File: config.mk
export PLATFORM = sky130hd
export DESIGN_NAME = alu_control_md
export DESIGN_NICKNAME = d
export VERILOG_FILES = /design/src/rtl/alu_control_md.sv
export SDC_FILE = /design/constraint.sdc
export NUM_CORES = 1
export LEC_CHECK = 0
export ABC_AREA = 1
export BUFFER_PORTS_ARGS = -buffer_cell sky130_fd_sc_hd__buf_2
export CAP_MARGIN = 20
export CORE_MARGIN = 2
export CORE_UTILIZATION = 60
export DETAILED_ROUTE_END_ITERATION = 16
export PLACE_DENSITY = 0.92
export SLEW_MARGIN = 15
export SYNTH_ARGS = -nofsm -noshare
export SYNTH_HDL_FRONTEND = slang
export SYNTH_SLANG_ARGS = --single-unit
File: constraint.sdc
create_clock -name clk -period 3.1 [get_ports clk]
set_clock_uncertainty 0.2 [all_clocks]
set_input_delay 0.62 -clock clk [delete_from_list [all_inputs] [get_ports clk]]
set_output_delay 0.62 -clock clk [all_outputs]
set_load 0.01 [all_outputs]
File: src/rtl/alu_control_md.sv
// alu_control_md: ALU control decoder with an iterative multiply/divide unit.
//
// Purpose:
//   Decodes aluop/funct into the 4-bit ALU selector. Also contains a WIDTH-generic
//   shift-add multiplier and restoring divider, each producing one bit per cycle,
//   with HI/LO result registers. A stall handshake holds issue while an operation
//   is in flight.
//
// Optional feature:
//   SIGNED_MD_EN - when defined, MULT/DIV treat a/b as two's complement.
//                  Undefined (default): fully unsigned.
//
// Ports:
//   clk    in   system clock, rising edge
//   rst    in   synchronous active-high reset
//   valid  in   instruction issued this cycle
//   aluop  in   [1:0] operation class from main control
//   opf    in   [5:0] funct field
//   a, b   in   [WIDTH-1:0] rs / rt operands
//   ops    out  [3:0] ALU selector (combinational)
//   stall  out  hold the pipeline (combinational)
//   busy   out  mult/div in flight (registered)
//   done   out  one-cycle pulse when hi/lo are updated (registered)
//   hi, lo out  [WIDTH-1:0] HI / LO registers
module alu_control_md #(
  parameter int unsigned WIDTH = 32,
  parameter int unsigned CNTW  = $clog2(WIDTH) + 1
) (
  input  logic             clk,
  input  logic             rst,
  input  logic             valid,
  input  logic [1:0]       aluop,
  input  logic [5:0]       opf,
  input  logic [WIDTH-1:0] a,
  input  logic [WIDTH-1:0] b,
  output logic [3:0]       ops,
  output logic             stall,
  output logic             busy,
  output logic             done,
  output logic [WIDTH-1:0] hi,
  output logic [WIDTH-1:0] lo
);

  localparam logic [5:0] OpfMult = 6'b011000;
  localparam logic [5:0] OpfDiv  = 6'b011010;
  localparam logic [5:0] OpfMfhi = 6'b010000;
  localparam logic [5:0] OpfMflo = 6'b010010;

  typedef enum logic [1:0] {StIdle, StMul, StDiv, StFin} state_e;

  state_e             state_q, state_d;
  logic [CNTW-1:0]    cnt_q, cnt_d;
  logic [2*WIDTH-1:0] acc_q, acc_d;    // mul: {partial, multiplier}; div: {rem, quot}
  logic [WIDTH-1:0]   opnd_q, opnd_d;  // multiplicand or divisor magnitude
  logic [WIDTH-1:0]   hi_q, hi_d, lo_q, lo_d;
  logic               busy_q, busy_d, done_q, done_d;

  logic               md_req, md_div, hilo_rd;
  logic [WIDTH-1:0]   a_mag, b_mag;
  logic [WIDTH:0]     mul_sum, rem_sh, div_diff;
  logic [2*WIDTH-1:0] prod;
  logic [WIDTH-1:0]   quot, rem;

  // ---------------------------------------------------------------- decode
  always_comb begin
    ops = 4'b1111;
    unique case (aluop)
      2'b00: ops = 4'b0010;
      2'b01: ops = 4'b0110;
      2'b11: ops = 4'b0001;
      2'b10: begin
        case (opf)
          6'b100100: ops = 4'b0000;
          6'b100101: ops = 4'b0001;
          6'b100000: ops = 4'b0010;
          6'b000010: ops = 4'b0011;
          6'b100010: ops = 4'b0110;
          6'b101010: ops = 4'b0111;
          6'b100111: ops = 4'b1100;
          OpfMfhi:   ops = 4'b1000;
          OpfMflo:   ops = 4'b1001;
          default:   ops = 4'b1111;
        endcase
      end
    endcase
  end

  assign md_req  = valid & (aluop == 2'b10) & ((opf == OpfMult) | (opf == OpfDiv));
  assign md_div  = (opf == OpfDiv);
  assign hilo_rd = valid & (aluop == 2'b10) & ((opf == OpfMfhi) | (opf == OpfMflo));
  assign stall   = busy_q & (md_req | hilo_rd);

  // ---------------------------------------------------------------- sign handling
`ifdef SIGNED_MD_EN
  logic neg_q, neg_d;    // product / quotient sign
  logic rneg_q, rneg_d;  // remainder sign (dividend's)
  logic dz_q, dz_d;      // divide by zero: quotient stays all ones

  assign a_mag = a[WIDTH-1] ? (~a + 1'b1) : a;
  assign b_mag = b[WIDTH-1] ? (~b + 1'b1) : b;
`else
  assign a_mag = a;
  assign b_mag = b;
`endif

  // ---------------------------------------------------------------- sequencer
  always_comb begin
    state_d = state_q;
    cnt_d   = cnt_q;
    acc_d   = acc_q;
    opnd_d  = opnd_q;
    hi_d    = hi_q;
    lo_d    = lo_q;
    busy_d  = busy_q;
    done_d  = 1'b0;

    mul_sum  = {1'b0, acc_q[2*WIDTH-1:WIDTH]} + (acc_q[0] ? {1'b0, opnd_q} : '0);
    rem_sh   = acc_q[2*WIDTH-1:WIDTH-1];
    div_diff = rem_sh - {1'b0, opnd_q};

    prod = acc_q;
    quot = acc_q[WIDTH-1:0];
    rem  = acc_q[2*WIDTH-1:WIDTH];
`ifdef SIGNED_MD_EN
    neg_d  = neg_q;
    rneg_d = rneg_q;
    dz_d   = dz_q;
    if (neg_q) prod = ~acc_q + 1'b1;
    if (neg_q && !dz_q) quot = ~quot + 1'b1;
    if (rneg_q) rem = ~rem + 1'b1;
`endif

    unique case (state_q)
      StIdle: begin
        if (md_req) begin
          state_d = md_div ? StDiv : StMul;
          cnt_d   = '0;
          busy_d  = 1'b1;
          acc_d   = {{WIDTH{1'b0}}, (md_div ? a_mag : b_mag)};
          opnd_d  = md_div ? b_mag : a_mag;
`ifdef SIGNED_MD_EN
          neg_d  = a[WIDTH-1] ^ b[WIDTH-1];
          rneg_d = a[WIDTH-1];
          dz_d   = (b == '0);
`endif
        end
      end
      StMul: begin
        if (cnt_q == CNTW'(WIDTH)) begin
          state_d = StFin;
          busy_d  = 1'b0;
          done_d  = 1'b1;
          hi_d    = prod[2*WIDTH-1:WIDTH];
          lo_d    = prod[WIDTH-1:0];
        end else begin
          acc_d = {mul_sum, acc_q[WIDTH-1:1]};
          cnt_d = cnt_q + 1'b1;
        end
      end
      StDiv: begin
        if (cnt_q == CNTW'(WIDTH)) begin
          state_d = StFin;
          busy_d  = 1'b0;
          done_d  = 1'b1;
          hi_d    = rem;
          lo_d    = quot;
        end else begin
          // Trial subtract; keep the shifted remainder when it borrows.
          if (!div_diff[WIDTH]) acc_d = {div_diff[WIDTH-1:0], acc_q[WIDTH-2:0], 1'b1};
          else                  acc_d = {rem_sh[WIDTH-1:0], acc_q[WIDTH-2:0], 1'b0};
          cnt_d = cnt_q + 1'b1;
        end
      end
      StFin: state_d = StIdle;  // a request seen here is taken in the next idle cycle
    endcase
  end

  always_ff @(posedge clk) begin
    if (rst) begin
      state_q <= StIdle;
      cnt_q   <= '0;
      acc_q   <= '0;
      opnd_q  <= '0;
      hi_q    <= '0;
      lo_q    <= '0;
      busy_q  <= 1'b0;
      done_q  <= 1'b0;
`ifdef SIGNED_MD_EN
      neg_q   <= 1'b0;
      rneg_q  <= 1'b0;
      dz_q    <= 1'b0;
`endif
    end else begin
      state_q <= state_d;
      cnt_q   <= cnt_d;
      acc_q   <= acc_d;
      opnd_q  <= opnd_d;
      hi_q    <= hi_d;
      lo_q    <= lo_d;
      busy_q  <= busy_d;
      done_q  <= done_d;
`ifdef SIGNED_MD_EN
      neg_q   <= neg_d;
      rneg_q  <= rneg_d;
      dz_q    <= dz_d;
`endif
    end
  end

  assign busy = busy_q;
  assign done = done_q;
  assign hi   = hi_q;
  assign lo   = lo_q;

endmodule

* After elaboration in Yosys (flattened, before gate mapping) *
Cells that the tools add are included.

cells by class
  add/subtract/negate cells = 3
  equal/unequal tests = 23
  muxes and demuxes = 21
  bitwise gates (word level) = 8
  reduce and logical (&&, ||, !) cells = 12

operators with widths
  operator             number
  $mux 64              4
  $pmux 64 s3          1
  $mux 32              3
  $eq 6x6->1 const B   7
  $pmux 4 s9           1
  $add 32x32->33       1
  $sub 33x32->33       1
  $eq 6x5->1 const B   4
  $pmux 4 s4           1
  $mux 6               2
  $pmux 6 s2           1
  $eq 2x2->1 const B   4
  $ne 2x2->1 const B   4
  $add 6x1->6 const B  1
  $eq 6x2->1 const B   1
  $mux 2               3
  $pmux 2 s3           1
  $reduce_and 2->1     3
  $reduce_and 3->1     2
  $and 1x1->1          4
  $eq 2x1->1 const B   2
  $logic_not 2->1      2
  $reduce_and 4->1     1
  $reduce_or 2->1      2
  7 further kinds      11

word-level totals
  register bits = 170
  input bits = 75
  output and inout port bits = 71
  word-level logic and storage cells = 75

* Depth between registers and ports, before layout *
  depth after elaboration = 5
  gate-level depth with buffers = 22

* Worst setup path after synthesis *
Ideal clock, no wire load.

  path type = reg-to-reg
  from = register acc_q[0]
  to = register acc_q[63]
  library setup time = 0.132 ns
  arrival = 2.299 ns
  setup slack = 0.469 ns
  stages on the path, launching flop included = 23
  buffers on the path = 2
  period minus slack after synthesis = 2.631 ns
  path through = dfxtp_1 clkbuf_1 clkbuf_1 nand2_1 inv_1 ha_1 fa_1 nand2_1 nand3_1 o21ai_0 inv_1 nand2_1 nand2_1 nand2_1 nand2_1 nand2_1 nand2_1 nand2_1 nand2_1 nand2_1 nand2_1 nand2_1 a21oi_1

between the ends
  word-level cells in the longest chain between the ends = 4

RTL lines
  element                   RTL line  RTL
  start: declaration        53        logic [2*WIDTH-1:0] acc_q, acc_d;
  start signal: assignment  182       acc_q <= '0;
  start signal: assignment  196       acc_q <= acc_d;
  $mux 32                   117       mul_sum = {1'b0, acc_q[2*WIDTH-1:WIDTH]} + (acc_q[0] ? {1'b0, opnd_q} : '0);
  $add 32x32->33            117
  $mux 64                   149       if (cnt_q == CNTW'(WIDTH)) begin
  $pmux 64 s3               133       unique case (state_q)

Every way passes these cells. The select of a mux whose other input is x is not followed.
A chain may end at the register's enable or synchronous reset.

* Final worst setup path *
  from = register opnd_q[5]
  to = register acc_q[59]

between the ends
  word-level cells in the longest chain between the ends = 4
  elaborated cells between the ends (all ways) = 7
  those cells by class = add/sub (2); mux (5)

RTL lines
  element                                    RTL line  RTL
  start: declaration                         54        logic [WIDTH-1:0] opnd_q, opnd_d;
  start signal: assignment                   197       opnd_q <= opnd_d;
  $sub 33x32->33 or $mux 32 (tied branches)  119, 117
  $mux 64 or $add 32x32->33 (tied branches)  169, 117
  $mux 64 (on tied branches)                 161, 149
  $pmux 64 s3 *                              133

Every way passes the cells marked *; elsewhere a longest branch is shown, timed or not. The select of a mux whose other input is x is not followed.

==> key figures <==
GRT
  • Largest net degree at the start of global routing: 102
  • Gr usage total: 0.400
  • Antenna violations before repair: 0
  • Global-route wire length before repair: 74.5 mm
  • Number of global-route vias before repair: 14,200
  • Total congestion overflow: 0

Timing
  • Slew HR: 0.526
  • Crit path time final: 2.93 ns
  • Final setup TNS: 0 ns
  • Maximum clock frequency: 341 MHz
  • Worst-margin pin slew: 0.712 ns
  • # setup viols final: 0
  • Max-slew violations: 0
  • Unrepaired setup endpoints after global routing: no
  • Endpoints failing hold: 0
  • Final WS setup: 0.168 ns
  • Period Utilization, post-route: 0.946

Synthesis
  • Top_reg_cell synth: dfxtp_1
  • Mapped Cells: 2,190
  • Sequential element share of the synthesized area: 0.260
  • Synthesized area per cell: 5.99 sq um
  • Adder-Cell Fraction of Synth Area: 0.0708
  • Simple-Gate Fraction of Synth Area: 0.330
  • EDFF count, synth: 0
  • Largest family of logic cells by synthesized area: simple AND/OR/NAND/NOR gates
  • Ys Warns: 0
  • Post-synthesis compound-gate area fraction: 0.207
  • Flops & latches, synth: 170
  • Post-synthesis mux area share: 0
  • Syn Nets: 2,338
  • Post-synthesis xor/xnor area fraction: 0.00869
  • Mapped Area: 0.0131 sq mm
  • Async set or reset register ratio after synthesis: 0
  • Netlist cell types: 50

Placement
  • Post-DP HPWL: 37.5 mm
  • Placed cell area: 0.0142 sq mm
  • Port Buf Inserts: 145
  • Pre-CTS setup slack: 0.150 ns
  • Post-placement cell count: 2,566
  • Gp weighted congestion: 1.07

Routing
  • WL per Instance: 18.2 microns
  • Final wirelength: 47.4 mm
  • Vias: 15,300
  • First-pass DRT Iterations: 6
  • DRC: 0
  • Post-DRT Antenna Nets: 0
  • DR iter-0 viols: 1,465
  • Vias per cell: 5.87

Worst setup path
  • CP endpoint kind: register
  • CP arrival: 3.10 ns
  • WS Path Type: reg2reg
  • Crit Path Max Fanout: 16
  • Reg2reg path depth: 17
  • RR Startpoint: opnd_q[5]
  • Data required, critical path: 3.26 ns
  • R2R setup slack: 0.17 ns
  • Setup crit start kind: register
  • R2r endpoint: acc_q[59]

Min path
  • HP Class: in2reg
  • Min-Delay Path Depth: 3
  • HP Start: b[12]
  • Hold EP: opnd_q[12]

Power and ir drop
  • Switching share of power: 0.415
  • Sw Pwr: 2.98 mW
  • Internal: 4.20 mW
  • Clock power frac: 0.309
  • Power Density: 484 mW/mm^2
  • Logic pwr share: 0.358
  • Leak: 7.57 nW
  • Max VDD drop: 0.328 mV
  • Sequential Power Share: 0.334

Layout
  • Multi-input logic area: 0.00810 sq mm
  • Area Growth Syn to Fin: 13.1%
  • Most frequent cells in the layout: 663 x nand2_1, 304 x inv_1, 199 x a21oi_1
  • Sequential cell area: 0.00340 sq mm
  • Design area: 0.0148 sq mm
  • Fillers: 1,947
  • Share of cells above drive strength 1: 0.122
  • Fin cells: 2,599
  • Final nets: 2,453
  • Commonest non-fill, non-tap cell in the layout: nand2_1

Flow run
  • Max-cap violations: 0

Floorplanning
  • IO Count: 146
  • DIE AREA: 0.0230 sq mm
  • Die Ht: 152 microns
  • Starting Density: 0.606
  • Die Wd: 152 microns
  • Core area: 0.0216 sq mm
  • Core Rows: 54

Clock network
  • Setup Fix Bufs, Post-CTS: 0
  • CTS sink cnt: 170
  • H-tree levels: 4
  • CTS root buf: clkbuf_16
  • CTS Buf Count: 17
  • Clk buf depth: 2
  • TritonCTS clock tree: built
  • Clock latency on the worst-skew pair: 0.45 ns
  • Clock-pin slew on the worst setup and hold paths: 0.08 ns

Run status
  • Status: finished clean
## cells in the mapped netlist, types with 2 or more instances
cell type	instances	area [sq um]
a211oi_1	15	113
ha_1	71	888
buf_6	6	67.6
and2_1	2	12.5
nand3b_1	16	120
a21oi_2	2	17.5
buf_1	4	15.0
nor2_2	3	18.8
nand2_4	7	78.8
o21bai_1	5	37.5
xnor2_1	7	61.3
clkbuf_1	69	259
nor2_4	5	56.3
fa_1	2	40.0
nand2_2	7	43.8
buf_2	16	80.1
nor3_1	19	95.1
nand4_1	15	93.8
nand3_1	128	641
nand2_1	663	2490
or2_2	6	37.5
o21ai_0	173	866
o221ai_1	8	70.1
nor3b_1	2	15.0
o22ai_1	22	138
a21oi_1	199	996
xor2_1	6	52.6
inv_1	305	1140
inv_2	14	52.6
nor4_1	2	12.5
dfxtp_1	170	3400
o21a_1	6	45.0
a31oi_1	41	257
o21ai_1	13	65.1
a21o_1	5	37.5
nor2_1	140	526
o211ai_1	2	15.0
a31o_2	2	17.5
## repair_timing
action / CTS / global route
setup endpoints to repair: 0 / 30
resized for setup: 0 / 5
endpoints found under the hold margin: 0 / 0
hold buffers: 0 / 0
## flip-flops by register name, indices dropped and copies added (netlist names)
| name | cells |
|---|---|
| state_q | 2 |
| acc_q | 64 |
| cnt_q | 6 |
| lo | 32 |
| done | 1 |
| opnd_q | 32 |
| busy | 1 |
| hi | 32 |
## power by group through the flow
| stage | combinational [mW] | sequential (mW) | clock (mW) |
|---|---|---|---|
| 6_report | 2.56 | 2.39 | 2.22 |
| 3_5_place_dp | 2.46 | 2.44 | 0 |
| 5_1_grt | 2.79 | 2.41 | 2.29 |
| 4_1_cts | 2.48 | 2.39 | 2.21 |
| 3_3_place_gp | 2.43 | 2.44 | 0 |
| 2_1_floorplan | 1.78 | 2.42 | 0 |
## cell type report
class,count,share of cell area
tap,280,0.0236
multi-input combinational,1604,0.546
clock buffer,17,0.0287
inverter,320,0.0810
clock inverter,15,0.0123
sequential,170,0.230
timing repair buffer,192,0.0781
antenna,1,0.000169
## stage by stage
stage               total power, mW  hold slack (ns)  utilization
detailed placement             4.91            0.282        0.657
global placement               4.86            0.272        0.657
floorplan                      4.20            0.248            -
CTS                            7.08            0.249        0.685
global route                   7.49            0.276        0.686
finish                         7.17            0.262        0.686
## per-layer routing
metal / wire length (microns) / track usage / up-vias
met3: 5400 / 0.0839 / 140
met4: 2620 / 0.212 / 0
li1: - / - / 7328
met2: 21100 / 0.649 / 925
met1: 18300 / 0.502 / 6861
met5: 0 / 0 / -
## cell families after synthesis
logic type / Yosys count
xor+xnor: 13
simple gates: 1021
fa+ha+maj: 73
flops: 170
compound gates: 497
buf+inv: 416
## worst max-delay path, cell delays in order (launching register included)
cell and delay, ns:
dfxtp_1 0.56, inv_1 0.09, ha_1 0.37, nand2_1 0.16, nor2_4 0.13, nand3_2 0.11
nand2_4 0.11, nand2_4 0.06, nand2_4 0.07, nand2_4 0.07, nand2_4 0.09, nand2_8 0.10
buf_4 0.23, nand3_1 0.08, nand3_1 0.14, nand2_1 0.10, nand2_1 0.05, a21oi_1 0.12
## worst max-delay path by stage
stage | depth (start not counted) | start | to
after global placement | 18 | acc_q[32] | acc_q[59]
after detailed placement | 18 | acc_q[32] | acc_q[59]
final | 17 | opnd_q[5] | acc_q[59]
after floorplan | 22 | acc_q[0] | acc_q[63]
after CTS | 18 | acc_q[32] | acc_q[59]
after global routing | 15 | opnd_q[21] | acc_q[55]
Note: power is estimated with default switching activity, not from simulation.
